## config.mk

```make
export PLATFORM = sky130hd
export DESIGN_NAME = if_fetch
export DESIGN_NICKNAME = d
export VERILOG_FILES = /design/src/rtl/pipeline_pkg.sv /design/src/rtl/if_fetch_perf.sv /design/src/rtl/if_fetch.sv
export SDC_FILE = /design/constraint.sdc
export NUM_CORES = 1
export LEC_CHECK = 0
export BUFFER_PORTS_ARGS = -buffer_cell sky130_fd_sc_hd__buf_2
export CORE_MARGIN = 10
export CORE_UTILIZATION = 40
export DETAILED_ROUTE_END_ITERATION = 8
export GPL_TIMING_DRIVEN = 0
export PLACE_DENSITY = 0.67
export SLEW_MARGIN = 40
export SYNTH_ARGS = -nofsm -noshare
export SYNTH_HDL_FRONTEND = slang
export SYNTH_SLANG_ARGS = --single-unit
```

## constraint.sdc

```tcl
create_clock -name clk -period 5 [get_ports clk]
set_clock_uncertainty 0.1 [all_clocks]
set_input_delay 0.25 -clock clk [delete_from_list [all_inputs] [get_ports clk]]
set_output_delay 0.25 -clock clk [all_outputs]
set_load 0.005 [all_outputs]
```

## src/rtl/pipeline_pkg.sv

```systemverilog
// pipeline_pkg
//   Shared definitions for the pipeline front end: default widths, the NOP
//   encoding (addi x0, x0, 0) and the instruction-fetch FSM state encoding.
//   No ports; imported by if_fetch and if_fetch_perf.
package pipeline_pkg;

  localparam int DEFAULT_WORD_BITWIDTH    = 32;
  localparam int DEFAULT_REG_NUM_BITWIDTH = 5;
  localparam int PERF_CNT_BITWIDTH        = 32;

  localparam logic [31:0] NOP_INST = 32'h0000_0013;

  typedef enum logic [1:0] {
    ST_IDLE  = 2'd0,
    ST_FETCH = 2'd1,
    ST_HOLD  = 2'd2,
    ST_DRAIN = 2'd3
  } fetch_state_e;

endpackage

```

## src/rtl/if_fetch_perf.sv

```systemverilog
// if_fetch_perf
//   Three free-running, wrapping event counters for the fetch stage.
//   Ports:
//     clk, rst            clock / asynchronous active-high reset
//     fetch_accept        an ack was accepted into ID or the hold buffer
//     stall               hazard stall active this cycle
//     redirect            branch redirect / flush this cycle
//     perf_fetched        count of accepted fetches
//     perf_stall_cycles   count of cycles with stall high
//     perf_flushes        count of redirects
//   Only instantiated when IF_FETCH_PERF_CNT_EN is defined.
module if_fetch_perf
  import pipeline_pkg::*;
(
  input  logic                         clk,
  input  logic                         rst,
  input  logic                         fetch_accept,
  input  logic                         stall,
  input  logic                         redirect,
  output logic [PERF_CNT_BITWIDTH-1:0] perf_fetched,
  output logic [PERF_CNT_BITWIDTH-1:0] perf_stall_cycles,
  output logic [PERF_CNT_BITWIDTH-1:0] perf_flushes
);

  logic [2:0]                   event_vec;
  logic [PERF_CNT_BITWIDTH-1:0] cnt_reg [3];

  assign event_vec = {redirect, stall, fetch_accept};

  generate
    for (genvar gi = 0; gi < 3; gi++) begin : g_cnt
      always_ff @(posedge clk or posedge rst) begin
        if (rst) begin
          cnt_reg[gi] <= '0;
        end else if (event_vec[gi]) begin
          cnt_reg[gi] <= cnt_reg[gi] + PERF_CNT_BITWIDTH'(1);
        end
      end
    end
  endgenerate

  assign perf_fetched      = cnt_reg[0];
  assign perf_stall_cycles = cnt_reg[1];
  assign perf_flushes      = cnt_reg[2];

endmodule

```

## src/rtl/if_fetch.sv

```systemverilog
// if_fetch
//   Instruction-fetch stage plus IF/ID pipeline register. Keeps the PC, runs
//   a req/ack handshake to instruction memory and presents the fetched
//   instruction to decode. Handles hazard stalls (via a one-entry hold buffer),
//   branch redirects with flush, and draining of an in-flight fetch.
//   Ports:
//     clk, rst               clock / asynchronous active-high reset
//     stall                  ID must keep its contents
//     redirect, redirect_pc  new fetch target (low two bits ignored)
//     imem_req, imem_addr    fetch request / address (stable until ack)
//     imem_ack, imem_rdata   fetch completion / instruction word
//     id_pc, id_inst         IF/ID register contents (NOP when invalid)
//     id_valid               ID holds a real instruction
//     id_Rs1, id_Rs2         early source register fields of id_inst
//   Optional: IF_FETCH_PERF_CNT_EN adds perf_fetched, perf_stall_cycles,
//   perf_flushes counter outputs.
module if_fetch
  import pipeline_pkg::*;
#(
  parameter int                       WORD_BITWIDTH    = DEFAULT_WORD_BITWIDTH,
  parameter int                       REG_NUM_BITWIDTH = DEFAULT_REG_NUM_BITWIDTH,
  parameter logic [WORD_BITWIDTH-1:0] RESET_PC         = '0
) (
  input  logic                        clk,
  input  logic                        rst,
  input  logic                        stall,
  input  logic                        redirect,
  input  logic [WORD_BITWIDTH-1:0]    redirect_pc,
  output logic                        imem_req,
  output logic [WORD_BITWIDTH-1:0]    imem_addr,
  input  logic                        imem_ack,
  input  logic [WORD_BITWIDTH-1:0]    imem_rdata,
  output logic [WORD_BITWIDTH-1:0]    id_pc,
  output logic [WORD_BITWIDTH-1:0]    id_inst,
  output logic                        id_valid,
`ifdef IF_FETCH_PERF_CNT_EN
  output logic [PERF_CNT_BITWIDTH-1:0] perf_fetched,
  output logic [PERF_CNT_BITWIDTH-1:0] perf_stall_cycles,
  output logic [PERF_CNT_BITWIDTH-1:0] perf_flushes,
`endif
  output logic [REG_NUM_BITWIDTH-1:0] id_Rs1,
  output logic [REG_NUM_BITWIDTH-1:0] id_Rs2
);

  localparam logic [WORD_BITWIDTH-1:0] NOP = WORD_BITWIDTH'(NOP_INST);

  fetch_state_e state_reg, state_next;

  logic [WORD_BITWIDTH-1:0] pc_reg, pc_next;
  logic [WORD_BITWIDTH-1:0] req_addr_reg, req_addr_next;
  logic [WORD_BITWIDTH-1:0] hold_inst_reg, hold_inst_next;
  logic [WORD_BITWIDTH-1:0] hold_pc_reg, hold_pc_next;
  logic [WORD_BITWIDTH-1:0] id_pc_reg, id_pc_next;
  logic [WORD_BITWIDTH-1:0] id_inst_reg, id_inst_next;
  logic                     id_valid_reg, id_valid_next;

  logic [WORD_BITWIDTH-1:0] redirect_target;
  logic [WORD_BITWIDTH-1:0] pc_plus4;
  logic                     req_outstanding;

  // Word-align the target by masking rather than slicing so every bit of
  // redirect_pc is consumed.
  assign redirect_target = redirect_pc & ~WORD_BITWIDTH'(3);
  assign pc_plus4        = pc_reg + WORD_BITWIDTH'(4);
  assign req_outstanding = (state_reg == ST_FETCH) || (state_reg == ST_DRAIN);

  // ---------------- FSM: state register ----------------
  always_ff @(posedge clk or posedge rst) begin
    if (rst) begin
      state_reg <= ST_IDLE;
    end else begin
      state_reg <= state_next;
    end
  end

  // ---------------- FSM: next state ----------------
  always_comb begin
    state_next = state_reg;
    case (state_reg)
      ST_IDLE:  state_next = ST_FETCH;
      ST_FETCH: begin
        if (redirect) begin
          // An unacknowledged request must still complete before refetching.
          state_next = imem_ack ? ST_FETCH : ST_DRAIN;
        end else if (imem_ack && stall) begin
          state_next = ST_HOLD;
        end
      end
      ST_HOLD:  if (redirect || !stall) state_next = ST_FETCH;
      ST_DRAIN: if (imem_ack) state_next = ST_FETCH;
      default:  state_next = ST_IDLE;
    endcase
  end

  // ---------------- FSM: outputs ----------------
  always_comb begin
    imem_req  = req_outstanding;
    imem_addr = req_addr_reg;
  end

  // ---------------- datapath next values ----------------
  always_comb begin
    pc_next        = pc_reg;
    req_addr_next  = req_addr_reg;
    hold_inst_next = hold_inst_reg;
    hold_pc_next   = hold_pc_reg;
    id_pc_next     = id_pc_reg;
    id_inst_next   = id_inst_reg;
    id_valid_next  = id_valid_reg;

    if (redirect) begin
      // Flush overrides stall: ID gets a bubble even if decode is stalled.
      id_inst_next   = NOP;
      id_valid_next  = 1'b0;
      hold_inst_next = NOP;
      hold_pc_next   = '0;
      pc_next        = redirect_target;
      // While a request is outstanding and unacked, imem_addr must not move;
      // DRAIN reloads req_addr from pc once the ack arrives.
      if (!req_outstanding || imem_ack) begin
        req_addr_next = redirect_target;
      end
    end else begin
      case (state_reg)
        ST_IDLE: begin
          req_addr_next = RESET_PC;
          if (!stall) begin
            id_inst_next  = NOP;
            id_valid_next = 1'b0;
          end
        end
        ST_FETCH: begin
          if (imem_ack && stall) begin
            hold_inst_next = imem_rdata;
            hold_pc_next   = pc_reg;
          end else if (imem_ack) begin
            id_pc_next    = pc_reg;
            id_inst_next  = imem_rdata;
            id_valid_next = 1'b1;
            pc_next       = pc_plus4;
            req_addr_next = pc_plus4;
          end else if (!stall) begin
            id_inst_next  = NOP;
            id_valid_next = 1'b0;
          end
        end
        ST_HOLD: begin
          if (!stall) begin
            id_pc_next    = hold_pc_reg;
            id_inst_next  = hold_inst_reg;
            id_valid_next = 1'b1;
            pc_next       = pc_plus4;
            req_addr_next = pc_plus4;
          end
        end
        ST_DRAIN: begin
          if (!stall) begin
            id_inst_next  = NOP;
            id_valid_next = 1'b0;
          end
          // Drained data is dropped; resume at the redirect target held in pc.
          if (imem_ack) begin
            req_addr_next = pc_reg;
          end
        end
        default: ;
      endcase
    end
  end

  // ---------------- datapath registers ----------------
  always_ff @(posedge clk or posedge rst) begin
    if (rst) begin
      pc_reg        <= RESET_PC;
      req_addr_reg  <= RESET_PC;
      hold_inst_reg <= NOP;
      hold_pc_reg   <= '0;
      id_pc_reg     <= '0;
      id_inst_reg   <= NOP;
      id_valid_reg  <= 1'b0;
    end else begin
      pc_reg        <= pc_next;
      req_addr_reg  <= req_addr_next;
      hold_inst_reg <= hold_inst_next;
      hold_pc_reg   <= hold_pc_next;
      id_pc_reg     <= id_pc_next;
      id_inst_reg   <= id_inst_next;
      id_valid_reg  <= id_valid_next;
    end
  end

  assign id_pc    = id_pc_reg;
  assign id_inst  = id_inst_reg;
  assign id_valid = id_valid_reg;
  assign id_Rs1   = id_inst_reg[15 +: REG_NUM_BITWIDTH];
  assign id_Rs2   = id_inst_reg[20 +: REG_NUM_BITWIDTH];

`ifdef IF_FETCH_PERF_CNT_EN
  logic fetch_accept;

  assign fetch_accept = (state_reg == ST_FETCH) && imem_ack && !redirect;

  if_fetch_perf u_perf (
    .clk               (clk),
    .rst               (rst),
    .fetch_accept      (fetch_accept),
    .stall             (stall),
    .redirect          (redirect),
    .perf_fetched      (perf_fetched),
    .perf_stall_cycles (perf_stall_cycles),
    .perf_flushes      (perf_flushes)
  );
`endif

endmodule
```

After elaboration in Yosys (flattened, before gate mapping) --
Cells that the tools add are included.
Storage, ports and cells: output and inout bits 108, input bits 69, register bits 195, word-level logic and storage cells 78
Cells by class: equal/unequal tests 14, $add $sub $neg 1, reductions and logical operators 18, multiplexer cells 36, bitwise operators 1
Operators by type and width (count):
- $mux W32 | 20
- $pmux W32 S2 | 2
- $pmux W32 S4 | 1
- $pmux W32 S3 | 1
- $add A32 B3 Y32 const B | 1
- $ne A3 B3 Y1 const B | 4
- $mux W2 | 5
- $ne A2 B2 Y1 const B | 5
- $reduce_and A5 Y1 | 2
- $pmux W2 S4 | 1
- $reduce_bool A2 Y1 | 3
- $mux W1 | 5
- $eq A2 B2 Y1 const B | 2
- $reduce_and A2 Y1 | 2
- $reduce_and A4 Y1 | 1
- $logic_or A1 B1 Y1 | 3
- $ne A3 B2 Y1 const B | 1
- $pmux W1 S3 | 1
- $reduce_and A3 Y1 | 1
- $reduce_bool A3 Y1 | 1
- $eq A2 B1 Y1 const B | 1
- $logic_not A1 Y1 | 2
- $logic_not A2 Y1 | 1
- $ne A2 B1 Y1 const B | 1
- 3 further kinds | 3

Logic depth before layout (Yosys ltp) --
depth in word-level cells 6, gate-level depth with buffers 9, mapped depth without buffers 7

Worst setup path after synthesis --
Ideal clock, no wire load.
path kind reg-to-reg, from reg pc_reg[3], to reg req_addr_reg[26] (netlist: imem_addr[26]), setup slack 2.763 ns, cell stages (with the launch flop) 8, required time 4.766 ns, clock period less this slack 2.237 ns, path buffers 1, arrival 2.003 ns, library setup time 0.134 ns, cells stage by stage dfrtp_1 > ha_1 > nand3_4 > or4_4 > buf_6 > nor4_2 > xnor2_1 > o22ai_1
On the way: longest elaborated chain between the ends 5, elaborated cells between the ends (all ways) 6, classes of those cells add/sub: 1; mux: 5
RTL lines:
- from (decl) | line if_fetch.sv:49 | logic [WORD_BITWIDTH-1:0] pc_reg, pc_next;
- from (signal assigned) | line if_fetch.sv:182 | pc_reg <= pc_next;
- $add A32 B3 Y32 (*) | line if_fetch.sv:64 | assign pc_plus4 = pc_reg + WORD_BITWIDTH'(4);
- $mux W32 | line if_fetch.sv:136 | end else if (imem_ack) begin
- $mux W32 | line if_fetch.sv:133 | if (imem_ack && stall) begin
- $pmux W32 S4 (*) | line if_fetch.sv:124 | case (state_reg)
- $mux W32 (*) | line if_fetch.sv:111 | if (redirect) begin
- to (signal assigned) | line if_fetch.sv:183 | req_addr_reg <= req_addr_next;
- to (decl) | line if_fetch.sv:50 | logic [WORD_BITWIDTH-1:0] req_addr_reg, req_addr_next;
Every way passes the cells marked *; elsewhere a longest branch is shown, timed or not. The select of a mux whose other input is x is not followed. A chain may end at the register's enable or synchronous reset.

Final worst setup path --
from reg state_reg[0], to reg req_addr_reg[2] (netlist: imem_addr[2])
On the way: longest elaborated chain between the ends 6, elaborated cells between the ends (all ways) 15, classes of those cells eq/ne: 8; mux: 2; reduce/logical: 5
RTL lines:
- from (decl) | line if_fetch.sv:47 | fetch_state_e state_reg, state_next;
- from (signal assigned) | line if_fetch.sv:72 | state_reg <= state_next;
- $eq A2 B1 Y1 / $eq A2 B2 Y1 (equally long branches) | line if_fetch.sv:65, if_fetch.sv:124
- $logic_or A1 B1 Y1 | line if_fetch.sv:65 | assign req_outstanding = (state_reg == ST_FETCH) || (state_reg == ST_DRAIN);
- $logic_not A1 Y1 | line if_fetch.sv:120 | if (!req_outstanding || imem_ack) begin
- $logic_or A1 B1 Y1 | line if_fetch.sv:120
- $ne A2 B1 Y1 (no source line)
- $reduce_and A5 Y1 (no source line)
Several ways; a longest one is shown, not always the timed one.

==> qor.tcl <==
set qor(outcome) {completed}
set qor(initialDrtViolationCount) 701
set qor(worst-slew-pin-transition_ns) 0.816
set qor(yosys.cell_types.count) 59
set qor(postLayoutCellArea_um2) 12100
set qor(synth_top_cell_area_share_pct) 49.1
set qor(place.detailed.hpwl_um) 21300
set qor(delay_of_the_slowest_critical_path_stage_ns) 0.53
set qor(cts.clk_slew.worst_paths_ns) 0.07
set qor(critPathMaxFanout) 10
set qor(flow.area_growth_from_synthesis_pct) 28.6
set qor(count_of_flip_flops_with_a_built_in_enable_after_synthesis) 0
set qor(dpl.cell_count) 1444
set qor(relSlewSlack_pct) 45.5
set qor(maximum_count_of_clock_buffers_along_a_single_path) 2
set qor(number_of_global_route_vias_before_repair) 8241
set qor(grtUsageTotal_pct) 19.1
set qor(hp-class) {in2reg}
set qor(vias) 8214
set qor(critPathMostFrequentCell) {sky130_fd_sc_hd__clkbuf_1}
set qor(die-area_um2) 30000
set qor(rows) 55
set qor(ctsHtreeMaxLevel) 4
set qor(start_kind) {flip-flop}
set qor(dominant_cells_by_area_after_synthesis) {sky130_fd_sc_hd__dfrtp_1 49%, sky130_fd_sc_hd__a22o_1 5.3%, sky130_fd_sc_hd__nand2_1 4.5%, sky130_fd_sc_hd__mux2i_1 3.9%, sky130_fd_sc_hd__o21ai_0 3.8%}
set qor(drc_errors) 0
set qor(synth_area_per_cell_um2) 9.89
set qor(r2r-end) {imem_addr[2]$_DFFE_PP0P_}
set qor(synth.most_common_cell) {sky130_fd_sc_hd__dfrtp_1}
set qor(antenna_found_initial) 1
set qor(multiInputGateArea_um2) 4060
set qor(setup_repair_after_global_routing_missed_its_margin) {no}
set qor(synth.cell_area_um2) 9380
set qor(synth_common_cells) {184 x sky130_fd_sc_hd__dfrtp_1, 113 x sky130_fd_sc_hd__nand2_1, 71 x sky130_fd_sc_hd__nor2_1, 71 x sky130_fd_sc_hd__o21ai_0}
set qor(tritoncts.num_buffers) 17
set qor(cts_root_buffer) {sky130_fd_sc_hd__clkbuf_16}
set qor(critPathKind) {reg2reg}
set qor(finalWirelength_um) 29000
set qor(max-cap-violations) 0
set qor(ys_seq_area_share_pct) 50.8
set qor(die_h_um) 173
set qor(async_flop_share_pct) 100
set qor(initial_core_util_pct) 41.1
set qor(holdPathStages) 3
set qor(die_w_um) 173
set qor(ff2ff_setup_slack_ns) 1.95
set qor(area.sequential_um2) 4760
set qor(cp_cell_sequence) {ha_1, clkbuf_1, inv_1, o21ai_0, a21o_1, clkbuf_1, clkbuf_1, o21ai_0}
set qor(routedWlPerCell_um) 18.9
set qor(period_needed_ns) 3.05
set qor(layout-drive-gt1-share_pct) 23.2
set qor(final_hold_violation_count) 0
set qor(fillCellCount) 2084
set qor(holdCritStartpoint) {redirect_pc[3]}
set qor(r2r_cells) 8
set qor(place_congestion) 0.959
set qor(grt_start_max_net_pins) 26
set qor(worst_r2r_startpoint) {state_reg[0]$_DFFE_PP0P_}
set qor(cts_num_sinks) 190
set qor(crit_arrival_ns) 3.23
set qor(core_area_um2) 22800
set qor(cpMaxStageDelayCell) {sky130_fd_sc_hd__clkbuf_1}
set qor(finalNonFillerCells) 1537
set qor(ys_warn_count) 0
set qor(hold_path_end) {pc_reg[3]$_DFFE_PP0N_}
set qor(synth-main-ff-cell) {sky130_fd_sc_hd__dfrtp_1}
set qor(routed_via_density) 5.34
set qor(fmax_achieved_ghz) 0.328
set qor(critical_path_required_ns) 5.18
set qor(antenna_violating_nets_post_route) 0
set qor(grt_first_pass_wirelength_um) 46600
set qor(yosys_register_bits) 190
set qor(dpl-instance-area_um2) 10900
set qor(synth_area_leader_cell) {sky130_fd_sc_hd__dfrtp_1}
set qor(slew_viol_final) 0
set qor(first_pass_iters) 5
set qor(setup_crit_end_kind) {flip-flop}
set qor(cellPowerDensity_nw_per_um2) 430
set qor(number_of_top_level_pins) 177
set qor(synthCells) 949
set qor(worst_skew_pair_latency_ns) 0.44
set qor(place.port_buffers) 173
set qor(total_global_routing_overflow) 0
set qor(p_leak_nw) 5.32
set qor(cts_tree) {done}
set qor(setup_violations) 0
set qor(nNetsFinal) 1284
set qor(synth_nets) 1023
set qor(fin_setup_tns_ns) 0
set qor(ir_drop_mv) 0.272
set qor(final_min_period_over_clock_period_pct) 60.9
[cell families after synthesis]
| group | count (synthesis) | share of synthesized area [%] |
|---|---|---|
| multiplexers | 38 | 4.07 |
| flip-flops | 190 | 50.8 |
| XOR/XNOR | 49 | 4.57 |
| adder cells (fa/ha/maj) | 5 | 0.667 |
| AO/OA/AOI/OAI | 275 | 19.6 |
| buffers and inverters | 118 | 6.04 |
| AND/OR/NAND/NOR | 274 | 14.2 |
[how the worst max path moves through the flow]
stage | startpoint | to | slack (ns) | depth (start not counted)
final | state_reg[0]$_DFFE_PP0P_ | imem_addr[2]$_DFFE_PP0P_ | 1.95 | 8
after global routing | state_reg[1]$_DFFE_PP0P_ | imem_addr[2]$_DFFE_PP0P_ | 1.79 | 8
after floorplan | rst | hold_inst_reg[10]$_DFFE_PP0P_ | 2.21 | 1
after global placement | rst | hold_inst_reg[18]$_DFFE_PP0P_ | 0.96 | 2
after CTS | state_reg[1]$_DFFE_PP0P_ | id_pc[2]$_DFFE_PP0P_ | 2.04 | 8
after detailed placement | state_reg[1]$_DFFE_PP0P_ | id_pc[9]$_DFFE_PP0P_ | 2.06 | 8
[per-layer routing]
metal  vias up  routed length [um]  track usage [%]
met5         -                   0                0
met4         0                 642             6.25
met3        49                2000             4.92
met2       278               13500             30.0
met1      3980               12800             25.2
li1       3907                   -                -
[placed cells by master (no fill, tap or decap), types with 19 or more instances in the layout]
| cell type | count |
|---|---|
| sky130_fd_sc_hd__buf_4 | 23 |
| sky130_fd_sc_hd__nand3_1 | 21 |
| sky130_fd_sc_hd__clkbuf_1 | 57 |
| sky130_fd_sc_hd__a22oi_1 | 36 |
| sky130_fd_sc_hd__xor2_1 | 30 |
| sky130_fd_sc_hd__nand2_1 | 113 |
| sky130_fd_sc_hd__nor2_1 | 70 |
| sky130_fd_sc_hd__xnor2_1 | 19 |
| sky130_fd_sc_hd__mux2i_1 | 37 |
| sky130_fd_sc_hd__a22o_1 | 57 |
| sky130_fd_sc_hd__dfrtp_1 | 184 |
| sky130_fd_sc_hd__o21ai_0 | 71 |
| sky130_fd_sc_hd__dlygate4sd3_1 | 60 |
| sky130_fd_sc_hd__buf_2 | 191 |
| sky130_fd_sc_hd__a21oi_1 | 50 |
[stage by stage]
| stage | hold WS, ns | total power, mW | worst slack [ns] | util [%] |
|---|---|---|---|---|
| after floorplan | 0.259 | 3.06 | 2.21 | - |
| after global placement | 0.356 | 3.76 | 0.958 | 46.6 |
| after detailed placement | 0.156 | 3.82 | 2.06 | 47.6 |
| after CTS | 0.0107 | 5.23 | 2.04 | 52.8 |
| after global routing | 0.0267 | 5.52 | 1.79 | 52.8 |
| final | 0.0298 | 5.19 | 1.95 | 52.8 |
[layout make-up]
| type | count | area share [%] |
|---|---|---|
| Sequential cell | 190 | 39.5 |
| Multi-Input combinational cell | 641 | 33.7 |
| Timing Repair Buffer | 242 | 14.0 |
| Buffer | 104 | 4.26 |
| Clock buffer | 17 | 3.53 |
| Tap cell | 313 | 3.25 |
| Clock inverter | 15 | 1.38 |
| Inverter | 14 | 0.467 |
| Antenna cell | 1 | 0.0207 |
[power breakdown]
group	switching, mW	internal (mW)	leakage, nW	total [mW]
clock network	0.692	0.676	0.284	1.37
logic	0.994	0.705	2.63	1.70
registers	0.212	1.91	2.40	2.12
total	1.90	3.29	5.32	5.19
[worst max-delay path: cells and delay by family (launching register included)]
family	cells	cell delay, ns
flops	1	0.41
buf+inv	4	1.55
compound gates	3	0.68
fa+ha+maj	1	0.16
[repair_timing]
action / in CTS / in global routing
resized for setup: 0 / 0
setup endpoints to repair: 0 / 0
buffers inserted: 0 / 0
hold buffers: 60 / 0
endpoints found under the hold margin: 136 / 0
(Power assumes the default switching activity.)
